### src/rtl/pipeline_pkg.sv
// Shared types and constants for the pipeline hazard logic.
//   hz_state_e   : hazard controller sequencing state (RUN / MEM_WAIT / ERROR)
//   FWD_*        : EX operand select encodings (register file, WB, MEM)
//   REG_NUM_SIZE : default register-number width
package pipeline_pkg;

  localparam int REG_NUM_SIZE = 5;

  localparam logic [1:0] FWD_RF  = 2'b00;
  localparam logic [1:0] FWD_WB  = 2'b01;
  localparam logic [1:0] FWD_MEM = 2'b10;

  typedef enum logic [1:0] {
    RUN      = 2'd0,
    MEM_WAIT = 2'd1,
    ERROR    = 2'd2
  } hz_state_e;

endpackage

### src/rtl/hazard_fwd_unit.sv
// EX-stage operand forwarding select generation (purely combinational).
// Ports:
//   rs1_e, rs2_e : source registers of the instruction in execute
//   rd_m,  we_m  : MEM-stage destination / write enable
//   rd_w,  we_w  : WB-stage destination / write enable
//   fwd_a, fwd_b : operand selects (FWD_RF / FWD_WB / FWD_MEM)
// The MEM stage holds the younger result, so it wins over WB.
module hazard_fwd_unit
  import pipeline_pkg::*;
#(
  parameter int REG_NUM_SIZE = pipeline_pkg::REG_NUM_SIZE
) (
  input  logic [REG_NUM_SIZE-1:0] rs1_e,
  input  logic [REG_NUM_SIZE-1:0] rs2_e,
  input  logic [REG_NUM_SIZE-1:0] rd_m,
  input  logic                    we_m,
  input  logic [REG_NUM_SIZE-1:0] rd_w,
  input  logic                    we_w,
  output logic [1:0]              fwd_a,
  output logic [1:0]              fwd_b
);

  function automatic logic [1:0] fwd_sel(input logic [REG_NUM_SIZE-1:0] rs);
    if (we_m && (rd_m != '0) && (rd_m == rs))      return FWD_MEM;
    else if (we_w && (rd_w != '0) && (rd_w == rs)) return FWD_WB;
    else                                           return FWD_RF;
  endfunction

  assign fwd_a = fwd_sel(rs1_e);
  assign fwd_b = fwd_sel(rs2_e);

endmodule

### src/rtl/hazard_controller.sv
// Decode-stage hazard controller: load-use / RAW stalls, branch flushes,
// data-memory wait states with timeout, and EX forwarding selects.
// Optional feature: define FORWARDING_EN to enable EX operand forwarding;
// without it every RAW dependency on E/M/W stalls decode.
// Ports:
//   clk, rst                      : clock, synchronous active-low reset
//   rs1_d, rs2_d                  : decode source registers
//   rs1_e, rs2_e                  : execute source registers
//   rd_e, we_e, mem_reg_e         : EX destination, write enable, is-load
//   rd_m, we_m / rd_w, we_w       : MEM / WB destination and write enable
//   brn_taken_e                   : branch in EX resolved taken
//   mem_busy                      : data memory not ready this cycle
//   stall_f/d/e/m                 : hold pipeline registers
//   flush_d, flush_e              : load bubble into D / E registers
//   fwd_a, fwd_b                  : EX operand selects
//   stall_cnt                     : saturating count of stall_d cycles
//   mem_err                       : sticky memory timeout flag
module hazard_controller
  import pipeline_pkg::*;
#(
  parameter int REG_NUM_SIZE = pipeline_pkg::REG_NUM_SIZE,
  parameter int MEM_TIMEOUT  = 16,
  parameter int CNT_W        = 16
) (
  input  logic                    clk,
  input  logic                    rst,
  input  logic [REG_NUM_SIZE-1:0] rs1_d,
  input  logic [REG_NUM_SIZE-1:0] rs2_d,
  input  logic [REG_NUM_SIZE-1:0] rs1_e,
  input  logic [REG_NUM_SIZE-1:0] rs2_e,
  input  logic [REG_NUM_SIZE-1:0] rd_e,
  input  logic                    we_e,
  input  logic                    mem_reg_e,
  input  logic [REG_NUM_SIZE-1:0] rd_m,
  input  logic                    we_m,
  input  logic [REG_NUM_SIZE-1:0] rd_w,
  input  logic                    we_w,
  input  logic                    brn_taken_e,
  input  logic                    mem_busy,
  output logic                    stall_f,
  output logic                    stall_d,
  output logic                    stall_e,
  output logic                    stall_m,
  output logic                    flush_d,
  output logic                    flush_e,
  output logic [1:0]              fwd_a,
  output logic [1:0]              fwd_b,
  output logic [CNT_W-1:0]        stall_cnt,
  output logic                    mem_err
);

  // wait_cnt counts busy cycles already spent; it never needs to exceed MEM_TIMEOUT-1.
  localparam int WAIT_W = (MEM_TIMEOUT > 2) ? $clog2(MEM_TIMEOUT) : 1;
  localparam logic [WAIT_W-1:0] WAIT_LAST = WAIT_W'(MEM_TIMEOUT - 1);

  hz_state_e          state, state_nxt;
  logic [WAIT_W-1:0]  wait_cnt, wait_nxt;
  logic               err_nxt;
  logic               hazard_d;
  logic [1:0]         fwd_a_raw, fwd_b_raw;

  // True when an enabled, non-x0 destination feeds either decode source.
  function automatic logic dep_d(input logic we,
                                 input logic [REG_NUM_SIZE-1:0] rd,
                                 input logic [REG_NUM_SIZE-1:0] rs1,
                                 input logic [REG_NUM_SIZE-1:0] rs2);
    return we && (rd != '0) && ((rd == rs1) || (rd == rs2));
  endfunction

  logic load_use;
  assign load_use = mem_reg_e && dep_d(we_e, rd_e, rs1_d, rs2_d);

`ifdef FORWARDING_EN
  // Results from E (non-load), M and W are bypassed, so only a load in EX stalls.
  assign hazard_d = load_use;

  hazard_fwd_unit #(
    .REG_NUM_SIZE (REG_NUM_SIZE)
  ) u_fwd (
    .rs1_e (rs1_e),
    .rs2_e (rs2_e),
    .rd_m  (rd_m),
    .we_m  (we_m),
    .rd_w  (rd_w),
    .we_w  (we_w),
    .fwd_a (fwd_a_raw),
    .fwd_b (fwd_b_raw)
  );
`else
  // No bypass anywhere: decode must wait until every in-flight producer has retired.
  assign hazard_d = load_use
                  | dep_d(we_e, rd_e, rs1_d, rs2_d)
                  | dep_d(we_m, rd_m, rs1_d, rs2_d)
                  | dep_d(we_w, rd_w, rs1_d, rs2_d);
  assign fwd_a_raw = FWD_RF;
  assign fwd_b_raw = FWD_RF;

  logic unused_e_srcs;
  assign unused_e_srcs = ^{rs1_e, rs2_e};
`endif

  // Forwarding is forced to the register file while reset is asserted.
  assign fwd_a = rst ? fwd_a_raw : FWD_RF;
  assign fwd_b = rst ? fwd_b_raw : FWD_RF;

  always_comb begin
    // NOTE: every output and next-state variable gets a default first so no path leaves one unassigned (no latch).
    stall_f   = 1'b0;
    stall_d   = 1'b0;
    stall_e   = 1'b0;
    stall_m   = 1'b0;
    flush_d   = 1'b0;
    flush_e   = 1'b0;
    state_nxt = state;
    wait_nxt  = wait_cnt;
    err_nxt   = mem_err;

    if (!rst) begin
      flush_d = 1'b1;
      flush_e = 1'b1;
    end else begin
      unique case (state)
        RUN: begin
          if (mem_busy) begin
            {stall_f, stall_d, stall_e, stall_m} = 4'b1111;
            state_nxt = MEM_WAIT;
            wait_nxt  = WAIT_W'(1);
          end else if (brn_taken_e) begin
            // The redirect squashes the dependent instruction anyway, so no stall.
            flush_d = 1'b1;
            flush_e = 1'b1;
          end else if (hazard_d) begin
            stall_f = 1'b1;
            stall_d = 1'b1;
            flush_e = 1'b1;
          end
        end
        MEM_WAIT: begin
          // The cycle busy drops is still stalled; RUN rules apply from the next cycle,
          // which is also when a branch held in E gets serviced.
          {stall_f, stall_d, stall_e, stall_m} = 4'b1111;
          if (!mem_busy) begin
            state_nxt = RUN;
          end else if (wait_cnt == WAIT_LAST) begin
            state_nxt = ERROR;
            err_nxt   = 1'b1;
          end else begin
            wait_nxt = wait_cnt + WAIT_W'(1);
          end
        end
        ERROR: begin
          {stall_f, stall_d, stall_e, stall_m} = 4'b1111;
          err_nxt = 1'b1;
        end
        default: begin
          state_nxt = RUN;
        end
      endcase
    end
  end

  always_ff @(posedge clk) begin
    // NOTE: state registers use non-blocking assignments so every flop samples pre-edge values.
    if (!rst) begin
      state     <= RUN;
      wait_cnt  <= '0;
      stall_cnt <= '0;
      mem_err   <= 1'b0;
    end else begin
      state    <= state_nxt;
      wait_cnt <= wait_nxt;
      mem_err  <= err_nxt;
      if (stall_d && (stall_cnt != {CNT_W{1'b1}}))
        stall_cnt <= stall_cnt + CNT_W'(1);
    end
  end

endmodule

### config.mk
export PLATFORM = sky130hd
export DESIGN_NAME = hazard_controller
export DESIGN_NICKNAME = d
export VERILOG_FILES = /design/src/rtl/pipeline_pkg.sv /design/src/rtl/hazard_fwd_unit.sv /design/src/rtl/hazard_controller.sv
export SDC_FILE = /design/constraint.sdc
export NUM_CORES = 1
export LEC_CHECK = 0
export CAP_MARGIN = 20
export CORE_MARGIN = 5
export CORE_UTILIZATION = 43
export CTS_BUF_LIST = sky130_fd_sc_hd__clkbuf_16
export DETAILED_ROUTE_END_ITERATION = 6
export PLACE_DENSITY_LB_ADDON = 0.2
export SLEW_MARGIN = 0
export SYNTH_ARGS = -nofsm -noshare
export SYNTH_HDL_FRONTEND = slang
export SYNTH_SLANG_ARGS = --single-unit
export TNS_END_PERCENT = 5
### constraint.sdc
create_clock -name clk -period 3.17 [get_ports clk]
set_input_delay 0.634 -clock clk [delete_from_list [all_inputs] [get_ports clk]]
set_output_delay 0.634 -clock clk [all_outputs]
set_load 0.02 [all_outputs]
==> out/results.txt <==
Post-Route WL - 4600 µm
Buf+Inv Stages, Crit Path - 4
Switching pwr - 0.000218 W
CP max FO - 4
Max stage delay on crit path - 490 ps
CP Launch Type - input port
Hold Path Cell Cnt - 2
HPWL after DPL - 3500 µm
Pre-antenna DRT Iters - 4
Utilization after layout - 65.4%
Combinational power share - 26.8%
Netlist cell types - 42
DRC - 0
First-pass GRT wire length - 7690 µm
CTS Root Buffer Type - clkbuf_16
Syn Area/Cell - 8.06 µm²
Nets - 326
Clock transition at path regs - 60 ps
Synth Warn # - 0
Worst-Margin Slew - 585 ps
Post-synthesis instance total - 210
GPL Wtd Cong - 0.825
Max_slew headroom - 60.7%
Tcrit/Tclk final - 97.4%
Violation count after the first detailed-route iteration - 74
Clk buf depth - 2
Die H - 72.7 µm
Area Growth Syn to Fin - 44.6%
Die Wd - 72.7 µm
CP Data Arrival Time - 2450 ps
Die ar. - 5290 µm²
CTS tree - built
Worst r2r path cells - 8
Max cap viols - 0
Sequential Power Share - 38.3%
CP Capture Type - output pin
Worst setup path category - in -> out
Clock Latency Late Sink - 260 ps
Main area contributors after synthesis - dfxtp_1 (27%), xnor2_1 (16%), nand2_1 (5.3%)
Clock H-tree levels - 1
Worst path required time - 2540 ps
Layout Cells excl Fill - 324
Fraction of layout cells with a size suffix above 1 - 12.3%
CTS Buf Count - 3
Unrepaired setup endpoints after global routing - false
Clock Sinks - 23
Fin Clk Skew - 6.32 ps
Slowest-stage cell, CP - or4_1
Final Power - 0.000797 W
Total grt overflow - 0
Initial antenna violation count - 0
Total vias in the final route - 1708
Seq/Total Area, Yosys - 27.2%
Power Density - 325 nW/µm²
Post-Place Cells - 319
Detail-routed net length per standard cell - 14.2 µm
CP Depth - 8
Most instantiated cells after synthesis - xnor2_1 (30), nand2_1 (24), dfxtp_1 (23), nand3_1 (15), a21oi_1 (14)
Starting Density - 45.2%
Int Power - 0.000578 W
Row cnt - 22
Core box area - 3740 µm²
Max VDD drop - 0.281 mV
EDFF count, synth - 0
Final hold vios - 0
Period minus WS final - 3090 ps
Post-synth top area share - 27.2%
Post-route cell area - 2450 µm²
Hold_buf cts - 0
Critical-path cell list - clkdlybuf4s50_1, or4_1, o21a_1, a222oi_1, buf_4, o21a_4, inv_4, buf_4
Crit path top cell by count - buf_4
Max-slew violation count - 0
Placed cell area - 2340 µm²
Total GRT Usage - 17.8%
Prevailing post-synth register cell - dfxtp_1
Syn Std Cell Area - 1690 µm²
Clk network pwr share - 34.9%
PortBufs - 54
Maximum clock rate - 324 MHz
ANT nets after route - 0
FF+latch count, synth - 23
Largest net degree at the start of global routing - 26
CP delay by family, top - buffers and inverters
Outcome - complete, no violations
FFs w/ async S/R, synth - 0%
Largest area contributor in the netlist - dfxtp_1
Lkg Pwr - 0.919 nW
Count leader, synth - xnor2_1
Vias per cell - 5.27
Final setup violation count - 0
Top Ports - 70
Switching Fraction - 27.4%
Vias in the first global route - 1646
Hold Crit Class - reg -> reg
# diodes - 0
-- through the flow --
| stage | setup TNS (ps) | hold WS [ps] | setup WS [ps] |
|---|---|---|---|
| 2_1_floorplan | 0 | 472 | 391 |
| 3_3_place_gp | -1320 | 460 | -453 |
| 3_5_place_dp | -1430 | 475 | -491 |
| 4_1_cts | 0 | 496 | 4.05 |
| 5_1_grt | 0 | 537 | 1.11 |
| 6_report | 0 | 485 | 82.0 |
-- tightest hold or removal path, stage by stage (launching register included) --
cell,delay [ps]
dfxtp_1,330
nor3_1,50
nor2_1,70
-- path summary, 6_finish.rpt --
check | slack, ps | startpoint | end
max | 80 | rd_e[3] | stall_f
min | 490 | mem_err | mem_err
max reg2reg | 590 | state[0] | stall_cnt[6]
min reg2reg | 490 | mem_err | mem_err
-- what timing repair did --
item | CTS | global route
setup buffers | 1 | 0
pin swaps | 5 | 5
resized for setup | 22 | 8
endpoints found under the setup margin | 3 | 3
endpoints found under the hold margin | 0 | 0
-- layer usage --
metal  vias to the layer above  GRT usage, %  routed length (µm)
met5                         -             0                   0
met4                         0          3.07                  50
met3                         6          3.99                 322
met2                        48          29.6                2100
met1                       781          23.9                2120
li1                        873             -                   -
-- power by group through the flow --
stage / Clock [W] / Sequential [W] / Combinational, W
final: 0.000278 / 0.000305 / 0.000213
after global routing: 0.000298 / 0.000306 / 0.000231
after CTS: 0.000285 / 0.000304 / 0.000215
after detailed placement: 0 / 0.000311 / 0.000215
after global placement: 0 / 0.000310 / 0.000211
after floorplan: 0 / 0.000314 / 0.000113
-- cell type report --
cell class	count	area [µm²]
sequential	23	460
fill	335	1290
timing repair buffer	72	677
multi-input combinational	167	1130
clock buffer	3	75.1
clock inverter	1	7.51
inverter	10	40.0
tap	48	60.1
-- flip-flops by register name (all words and copies together) (netlist names) --
| name | cells |
|---|---|
| mem_err | 1 |
| stall_cnt | 16 |
| state | 2 |
| wait_cnt | 4 |
-- cell usage in the layout, fill, tap and decap left out, drive strengths merged, types with 9 or more instances in the layout --
cell type	n
dfxtp	23
inv	10
clkdlybuf4s50	39
buf	21
nand2	24
xnor2	30
a21oi	14
nor2	9
nand3	15
or4	9
-- logic make-up after synthesis --
kind of cell / share of synthesized area [%]
mux: 2.37
xor+xnor: 16.6
flops: 27.2
compound gates: 16.6
simple gates: 25.0
buf+inv: 7.61
other cells: 0.222
fa+ha+maj: 4.43
(Power assumes the default switching activity.)
